==> src/rtl/glb_ld_dma_queue_ctrl_if.sv <==
// Handshake bundle between the tile start/interrupt pipeline, the load-DMA
// engine and the load-DMA queue sequencer.
interface glb_ld_dma_queue_ctrl_if #(
  parameter int QUEUE_DEPTH = 4,
  parameter int QUEUE_IDX_W = $clog2(QUEUE_DEPTH)
);
  logic                   strm_start_pulse;
  logic                   dma_done_pulse;
  logic                   dma_start_pulse;
  logic [QUEUE_IDX_W-1:0] dma_entry_idx;
  logic [QUEUE_DEPTH-1:0] dma_invalidate_pulse;
  logic                   strm_g2f_interrupt_pulse;
  logic                   busy;
  logic                   start_overrun;

  // Sequencer side.
  modport master (
    input  strm_start_pulse,
    input  dma_done_pulse,
    output dma_start_pulse,
    output dma_entry_idx,
    output dma_invalidate_pulse,
    output strm_g2f_interrupt_pulse,
    output busy,
    output start_overrun
  );

  // Tile / DMA engine side.
  modport slave (
    output strm_start_pulse,
    output dma_done_pulse,
    input  dma_start_pulse,
    input  dma_entry_idx,
    input  dma_invalidate_pulse,
    input  strm_g2f_interrupt_pulse,
    input  busy,
    input  start_overrun
  );
endinterface

==> src/rtl/glb_ld_dma_queue_ctrl.sv <==
// Load-DMA header queue sequencer: walks valid queue entries, issues one DMA
// start per entry, waits for done, invalidates consumed entries (QUEUE mode)
// and raises the stream interrupt at the end of each sequence/pass.
module glb_ld_dma_queue_ctrl #(
  parameter int QUEUE_DEPTH = 4,
  parameter int QUEUE_IDX_W = $clog2(QUEUE_DEPTH)
) (
  input  logic                   clk,
  input  logic                   reset_n,
  input  logic                   clk_en,
  input  logic                   cgra_soft_reset,
  input  logic [1:0]             cfg_ld_dma_mode,
  input  logic [QUEUE_DEPTH-1:0] cfg_entry_valid,
  glb_ld_dma_queue_ctrl_if.master dma_if
);

  typedef enum logic [1:0] {
    S_IDLE,
    S_ISSUE,
    S_WAIT_DONE,
    S_SEARCH
  } state_e;

  typedef enum logic [1:0] {
    MODE_OFF,
    MODE_SINGLE,
    MODE_QUEUE,
    MODE_LOOP
  } mode_e;

  state_e                 state_q, state_d;
  mode_e                  mode_q, mode_d;
  logic [QUEUE_IDX_W-1:0] idx_q, idx_d;
  logic [QUEUE_IDX_W-1:0] tgt_q, tgt_d;
  logic                   tgt_found_q, tgt_found_d;
  logic                   start_q, start_d;
  logic [QUEUE_DEPTH-1:0] inval_q, inval_d;
  logic                   irq_q, irq_d;
  logic                   busy_q, busy_d;
  logic                   ovr_q, ovr_d;

  logic [QUEUE_IDX_W:0]   first_hit;
  logic [QUEUE_IDX_W:0]   above_hit;

  // Returns {found, index} of the lowest valid entry, optionally restricted
  // to indices strictly above cur.
  function automatic logic [QUEUE_IDX_W:0] find_valid(
    input logic [QUEUE_DEPTH-1:0] v,
    input logic [QUEUE_IDX_W-1:0] cur,
    input logic                   above
  );
    logic [QUEUE_IDX_W:0] res;
    res = '0;
    for (int unsigned i = QUEUE_DEPTH; i > 0; i--) begin
      if (v[i-1] && (!above || ((i - 1) > 32'(cur)))) begin
        res = {1'b1, QUEUE_IDX_W'(i - 1)};
      end
    end
    return res;
  endfunction

  assign first_hit = find_valid(cfg_entry_valid, idx_q, 1'b0);
  assign above_hit = find_valid(cfg_entry_valid, idx_q, 1'b1);

  // The next-target search runs in WAIT_DONE on the done cycle so the
  // completion interrupt can be registered into the SEARCH cycle; SEARCH
  // then only acts on the stored target.
  // Next-state and registered-output decode.
  always_comb begin
    state_d     = state_q;
    mode_d      = mode_q;
    idx_d       = idx_q;
    tgt_d       = tgt_q;
    tgt_found_d = tgt_found_q;
    start_d     = 1'b0;
    inval_d     = '0;
    irq_d       = 1'b0;
    ovr_d       = ovr_q;

    if (dma_if.strm_start_pulse && (state_q != S_IDLE)) begin
      ovr_d = 1'b1;
    end

    case (state_q)
      S_IDLE: begin
        if (dma_if.strm_start_pulse && (cfg_ld_dma_mode != 2'd0)) begin
          mode_d = mode_e'(cfg_ld_dma_mode);
          ovr_d  = 1'b0;
          if (cfg_ld_dma_mode == 2'd1) begin
            tgt_found_d = cfg_entry_valid[0];
            tgt_d       = '0;
          end else begin
            tgt_found_d = first_hit[QUEUE_IDX_W];
            tgt_d       = first_hit[QUEUE_IDX_W-1:0];
          end
          if (tgt_found_d) begin
            state_d = S_ISSUE;
            start_d = 1'b1;
            idx_d   = tgt_d;
          end else begin
            state_d = S_SEARCH;
            irq_d   = 1'b1;
          end
        end
      end

      S_ISSUE: begin
        state_d = S_WAIT_DONE;
      end

      S_WAIT_DONE: begin
        if (dma_if.dma_done_pulse) begin
          state_d = S_SEARCH;
          if (mode_q == MODE_QUEUE) begin
            inval_d = QUEUE_DEPTH'(1) << idx_q;
          end
          case (mode_q)
            MODE_QUEUE: begin
              tgt_found_d = above_hit[QUEUE_IDX_W];
              tgt_d       = above_hit[QUEUE_IDX_W-1:0];
              irq_d       = !above_hit[QUEUE_IDX_W];
            end
            MODE_LOOP: begin
              if (above_hit[QUEUE_IDX_W]) begin
                tgt_found_d = 1'b1;
                tgt_d       = above_hit[QUEUE_IDX_W-1:0];
              end else begin
                tgt_found_d = first_hit[QUEUE_IDX_W];
                tgt_d       = first_hit[QUEUE_IDX_W-1:0];
                irq_d       = 1'b1;
              end
            end
            default: begin
              tgt_found_d = 1'b0;
              irq_d       = 1'b1;
            end
          endcase
        end
      end

      S_SEARCH: begin
        if (tgt_found_q) begin
          state_d = S_ISSUE;
          start_d = 1'b1;
          idx_d   = tgt_q;
        end else begin
          state_d = S_IDLE;
        end
      end

      default: state_d = S_IDLE;
    endcase

    busy_d = (state_d != S_IDLE);
  end

  // State and registered outputs; soft reset aborts, clk_en low freezes and
  // suppresses pulses.
  always_ff @(posedge clk or negedge reset_n) begin
    if (!reset_n) begin
      state_q     <= S_IDLE;
      mode_q      <= MODE_OFF;
      idx_q       <= '0;
      tgt_q       <= '0;
      tgt_found_q <= 1'b0;
      start_q     <= 1'b0;
      inval_q     <= '0;
      irq_q       <= 1'b0;
      busy_q      <= 1'b0;
      ovr_q       <= 1'b0;
    end else if (cgra_soft_reset) begin
      state_q     <= S_IDLE;
      tgt_found_q <= 1'b0;
      start_q     <= 1'b0;
      inval_q     <= '0;
      irq_q       <= 1'b0;
      busy_q      <= 1'b0;
      ovr_q       <= 1'b0;
    end else if (!clk_en) begin
      start_q     <= 1'b0;
      inval_q     <= '0;
      irq_q       <= 1'b0;
    end else begin
      state_q     <= state_d;
      mode_q      <= mode_d;
      idx_q       <= idx_d;
      tgt_q       <= tgt_d;
      tgt_found_q <= tgt_found_d;
      start_q     <= start_d;
      inval_q     <= inval_d;
      irq_q       <= irq_d;
      busy_q      <= busy_d;
      ovr_q       <= ovr_d;
    end
  end

  assign dma_if.dma_start_pulse          = start_q;
  assign dma_if.dma_entry_idx            = idx_q;
  assign dma_if.dma_invalidate_pulse     = inval_q;
  assign dma_if.strm_g2f_interrupt_pulse = irq_q;
  assign dma_if.busy                     = busy_q;
  assign dma_if.start_overrun            = ovr_q;

endmodule

==> src/flat_wrapper.sv <==
// flat-port wrapper written by rule: the top's interface ports become plain ports
module glb_ld_dma_queue_ctrl_flat 
#(
  parameter int QUEUE_DEPTH = 4,
  parameter int QUEUE_IDX_W = $clog2(QUEUE_DEPTH)
)
  (clk, reset_n, clk_en, cgra_soft_reset, cfg_ld_dma_mode, cfg_entry_valid, dma_if_strm_start_pulse, dma_if_dma_done_pulse, dma_if_dma_start_pulse, dma_if_dma_entry_idx, dma_if_dma_invalidate_pulse, dma_if_strm_g2f_interrupt_pulse, dma_if_busy, dma_if_start_overrun);
  glb_ld_dma_queue_ctrl_if #(.QUEUE_DEPTH(QUEUE_DEPTH), .QUEUE_IDX_W(QUEUE_IDX_W)) dma_if_i ();
  input  logic clk;
  input  logic reset_n;
  input  logic clk_en;
  input  logic cgra_soft_reset;
  input  logic [1:0] cfg_ld_dma_mode;
  input  logic [QUEUE_DEPTH-1:0] cfg_entry_valid;
  input wire logic [$bits(dma_if_i.strm_start_pulse)-1:0] dma_if_strm_start_pulse;
  input wire logic [$bits(dma_if_i.dma_done_pulse)-1:0] dma_if_dma_done_pulse;
  output wire logic [$bits(dma_if_i.dma_start_pulse)-1:0] dma_if_dma_start_pulse;
  output wire logic [$bits(dma_if_i.dma_entry_idx)-1:0] dma_if_dma_entry_idx;
  output wire logic [$bits(dma_if_i.dma_invalidate_pulse)-1:0] dma_if_dma_invalidate_pulse;
  output wire logic [$bits(dma_if_i.strm_g2f_interrupt_pulse)-1:0] dma_if_strm_g2f_interrupt_pulse;
  output wire logic [$bits(dma_if_i.busy)-1:0] dma_if_busy;
  output wire logic [$bits(dma_if_i.start_overrun)-1:0] dma_if_start_overrun;
  assign dma_if_i.strm_start_pulse = dma_if_strm_start_pulse;
  assign dma_if_i.dma_done_pulse = dma_if_dma_done_pulse;
  assign dma_if_dma_start_pulse = dma_if_i.dma_start_pulse;
  assign dma_if_dma_entry_idx = dma_if_i.dma_entry_idx;
  assign dma_if_dma_invalidate_pulse = dma_if_i.dma_invalidate_pulse;
  assign dma_if_strm_g2f_interrupt_pulse = dma_if_i.strm_g2f_interrupt_pulse;
  assign dma_if_busy = dma_if_i.busy;
  assign dma_if_start_overrun = dma_if_i.start_overrun;
  glb_ld_dma_queue_ctrl #(.QUEUE_DEPTH(QUEUE_DEPTH), .QUEUE_IDX_W(QUEUE_IDX_W)) u_core (.clk(clk), .reset_n(reset_n), .clk_en(clk_en), .cgra_soft_reset(cgra_soft_reset), .cfg_ld_dma_mode(cfg_ld_dma_mode), .cfg_entry_valid(cfg_entry_valid), .dma_if(dma_if_i));
endmodule
==> config.mk <==
export PLATFORM = sky130hd
export DESIGN_NAME = glb_ld_dma_queue_ctrl_flat
export DESIGN_NICKNAME = d
export VERILOG_FILES = /design/src/rtl/glb_ld_dma_queue_ctrl_if.sv /design/src/rtl/glb_ld_dma_queue_ctrl.sv /design/src/flat_wrapper.sv
export SDC_FILE = /design/constraint.sdc
export NUM_CORES = 1
export LEC_CHECK = 0
export ABC_AREA = 1
export CAP_MARGIN = 20
export CORE_MARGIN = 2
export CORE_UTILIZATION = 45
export DETAILED_ROUTE_END_ITERATION = 6
export PLACE_DENSITY = 0.74
export SLEW_MARGIN = 20
export SYNTH_ARGS = -nofsm -noshare
export SYNTH_HDL_FRONTEND = slang
export SYNTH_SLANG_ARGS = --single-unit
==> constraint.sdc <==
create_clock -name clk -period 1.3 [get_ports clk]
set_input_delay 0.26 -clock clk [delete_from_list [all_inputs] [get_ports clk]]
set_output_delay 0.26 -clock clk [all_outputs]
set_load 0.1 [all_outputs]
==> impl_metrics.toml <==
[critical_path]
path_buf_inv = 1
cp_max_fo = 5
cpLargestDelayFamily = "flip-flops"
start_kind = "flip-flop"
crit_top_cell = "nand2_1"
crit_chain = "inv_2 -> ha_4 -> nand2_4 -> a21oi_4 -> nand2_1 -> nand2_1 -> nand2_1 -> a21oi_2"
endpoint_kind = "flip-flop"
max_stage_delay_ns = 0.48
arrival_ns = 1.65
crit_required_ns = 1.53
rr_worst_depth = 8
path_depth = 8
crit_type = "reg2reg"
crit_slowest_cell = "dfrtp_2"

[place]
dp_hpwl_mm = 2.11
gp_congestion = 0.862
dp_cells = 216
portBuffers = 21

[power_and_ir_drop]
pwr-share-comb = 0.506
p_leak_nw = 0.887
p_per_area_nw_per_um2 = 1110
sequentialPowerShare = 0.350
p_int_mw = 1.14
peakVddDrop_uv = 965
p_sw_frac = 0.432
pwr-share-clk = 0.145
p_sw_uw = 870

[global_routing]
grt_pass1_wl_mm = 4.80
grt_pass1_vias = 1177
grt-ovfl-total = 0
grt_start_max_net_pins = 18
antenna_found_initial = 0
grt_usage = 0.239

[synth]
synth_xor_area_frac = 0
synthesis.area_um2 = 1060
yosysMostFrequentCell = "nand2_1"
synth_top_family_by_area = "simple AND/OR/NAND/NOR gates"
synthCells = 152
synth_top_cell_area_share = 0.402
synth_edf_count = 0
async_flop_share = 1.00
ys_warn_count = 0
ys_ff_latch = 17
synth_fa_ha_area_frac = 0.0355
ys_top_cells_by_area = "dfrtp_1 (40%), nand2_1 (19%), inv_1 (9.2%)"
synthMuxAreaShare = 0
ys_types = 21
ys.flop_type = "dfrtp_1"
yosysTopAreaCell = "dfrtp_1"
ys_seq_area_frac = 0.402
synth_compound_gate_area_share = 0.134
synth_common_cells = "nand2_1 (53), inv_1 (26), dfrtp_1 (17)"
syn_avg_cell_area_um2 = 6.96
yosys.area_share.simple = 0.329
syn_nets = 167

[floorplanning]
chipHeight_um = 52.5
die-area_um2 = 2750
fp-row-count = 17
fp.coreArea_um2 = 2210
initial_core_util = 0.478
io_pins = 22
fp.dieW_um = 52.5

[timing]
timing.slew.headroom = 0.770
setup_slack_ns = -0.114
fin_crit_ns = 1.41
finalHoldViolCount = 0
grt_setup_unrepaired = "true"
fin_skew_ns = 0.00971
timing.fmax_mhz = 707
tightest_slew_ns = 0.343
hold-worst-slack_ns = 0.286
final-setup-viol-count = 11
finalMaxSlewViolations = 0
post-route-period-util = 1.09

[finish]
fin_cells = 228
nFillCells = 136
drive_gt1_frac = 0.425
final_util = 0.818
area_delta_synth_final_pct = 71.1
nets = 216
diodes = 0

[drt]
drc = 0
drtIter0Drc = 22
totalWireLength_mm = 3.35
wire_per_inst_um = 14.7
routed_via_density = 5.20
drt-pass1-iter-count = 4
final_antenna_net_count = 0
dr_total_vias = 1185

[clocking]
clkTransAtPathRegs_ns = 0.11
clockRootBuffer = "clkbuf_4"
clk-insertion-delay-late_ns = 0.29
cts_buffers = 3
cts_max_level = 1
postCtsHoldBufs = 0
cts_buffer_depth = 2
cts_tree = "built"
clock-sinks = 17

[run_status]
violations = "negative setup slack"
status = "complete, but fails checks"

[run]
cap_violations = 0

[min_path]
min_path_type = "in2async"
==> timing repair <==
item / CTS / global route
hold endpoints to repair: 0 / 0
setup buffers: 6 / 3
resized for setup: 22 / 24
endpoints found under the setup margin: 15 / 17
pin swaps: 8 / 11
==> worst register-to-register path, cell delays in order, from the launching register on <==
cell,delay [ns]
dfrtp_2,0.48
inv_2,0.10
ha_4,0.19
nand2_4,0.07
a21oi_4,0.20
nand2_1,0.11
nand2_1,0.07
nand2_1,0.06
a21oi_2,0.09
==> power groups by stage <==
stage,sequential [mW],combinational [mW],clock [mW]
2_1_floorplan,0.871,0.311,0
3_3_place_gp,0.701,0.777,0
3_5_place_dp,0.702,0.796,0
4_1_cts,0.694,0.900,0.293
5_1_grt,0.709,1.08,0.322
6_report,0.704,1.02,0.291
==> flip-flops by register name, indices dropped and copies added, names as in the netlist <==
| name | flops |
|---|---|
| u_core.dma_if.busy | 1 |
| u_core.dma_if.dma_entry_idx | 2 |
| u_core.dma_if.dma_invalidate_pulse | 4 |
| u_core.dma_if.dma_start_pulse | 1 |
| u_core.dma_if.start_overrun | 1 |
| u_core.dma_if.strm_g2f_interrupt_pulse | 1 |
| u_core.mode_q | 2 |
| u_core.state_q | 2 |
| u_core.tgt_found_q | 1 |
| u_core.tgt_q | 2 |
==> worst paths after layout <==
kind	startpoint	end	slack, ns
worst max-delay path	u_core.state_q[1]	u_core.tgt_found_q	-0.11
min in group clk	u_core.tgt_q[1]	u_core.tgt_q[1]	0.52
worst max register to register	u_core.state_q[1]	u_core.tgt_found_q	-0.11
worst min register to register	u_core.tgt_q[1]	u_core.tgt_q[1]	0.52
max in group asynchronous	reset_n	u_core.state_q[1]	0.80
worst min-delay path	reset_n	u_core.tgt_q[1]	0.29
==> per-stage QoR <==
step / setup WS [ns] / setup TNS [ns] / total power, mW / cell area, um2
floorplan: 0.0121 / 0 / 1.18 / 1090
global placement: -0.214 / -2.49 / 1.48 / 1550
detailed placement: -0.249 / -2.82 / 1.50 / 1550
CTS: -0.0382 / -0.134 / 1.89 / 1700
global route: -0.153 / -1.51 / 2.11 / 1810
finish: -0.114 / -0.724 / 2.01 / 1810
==> per-layer routing <==
layer / routed length, um / track usage / vias up
li1: - / - / 571
met1: 1240 / 0.262 / 563
met2: 1890 / 0.454 / 41
met3: 131 / 0.0286 / 10
met4: 85 / 0.103 / 0
met5: 0 / 0 / -
==> placed cells by master (no fill, tap or decap), drive strengths merged <==
cell           count
nor2              11
o21ai              8
and2               1
clkdlybuf4s50     11
nand2             54
inv               28
a22oi              1
dfrtp             17
buf               33
nor3               3
o21bai             1
ha                 3
clkinv             1
a21oi             11
nand3             13
clkbuf             3
a2bb2oi            1
==> area by class of cell <==
| cell class | instances | area [um2] | share of cell area |
|---|---|---|---|
| flip-flops and latches | 17 | 434 | 0.240 |
| repair buffers | 44 | 494 | 0.273 |
| multi-input cells | 107 | 706 | 0.390 |
| clock inverters | 1 | 5.00 | 0.00277 |
| well taps | 28 | 35.0 | 0.0194 |
| inverters | 28 | 113 | 0.0622 |
| clock buffers | 3 | 22.5 | 0.0124 |
==> logic make-up (layout without fill, tap and decap cells) <==
| logic type | count (synthesis) | count (layout) |
|---|---|---|
| simple gates | 82 | 82 |
| buf+inv | 28 | 76 |
| compound gates | 22 | 22 |
| flops | 17 | 17 |
| fa+ha+maj | 3 | 3 |
Note: power is estimated with default switching activity, not from simulation.
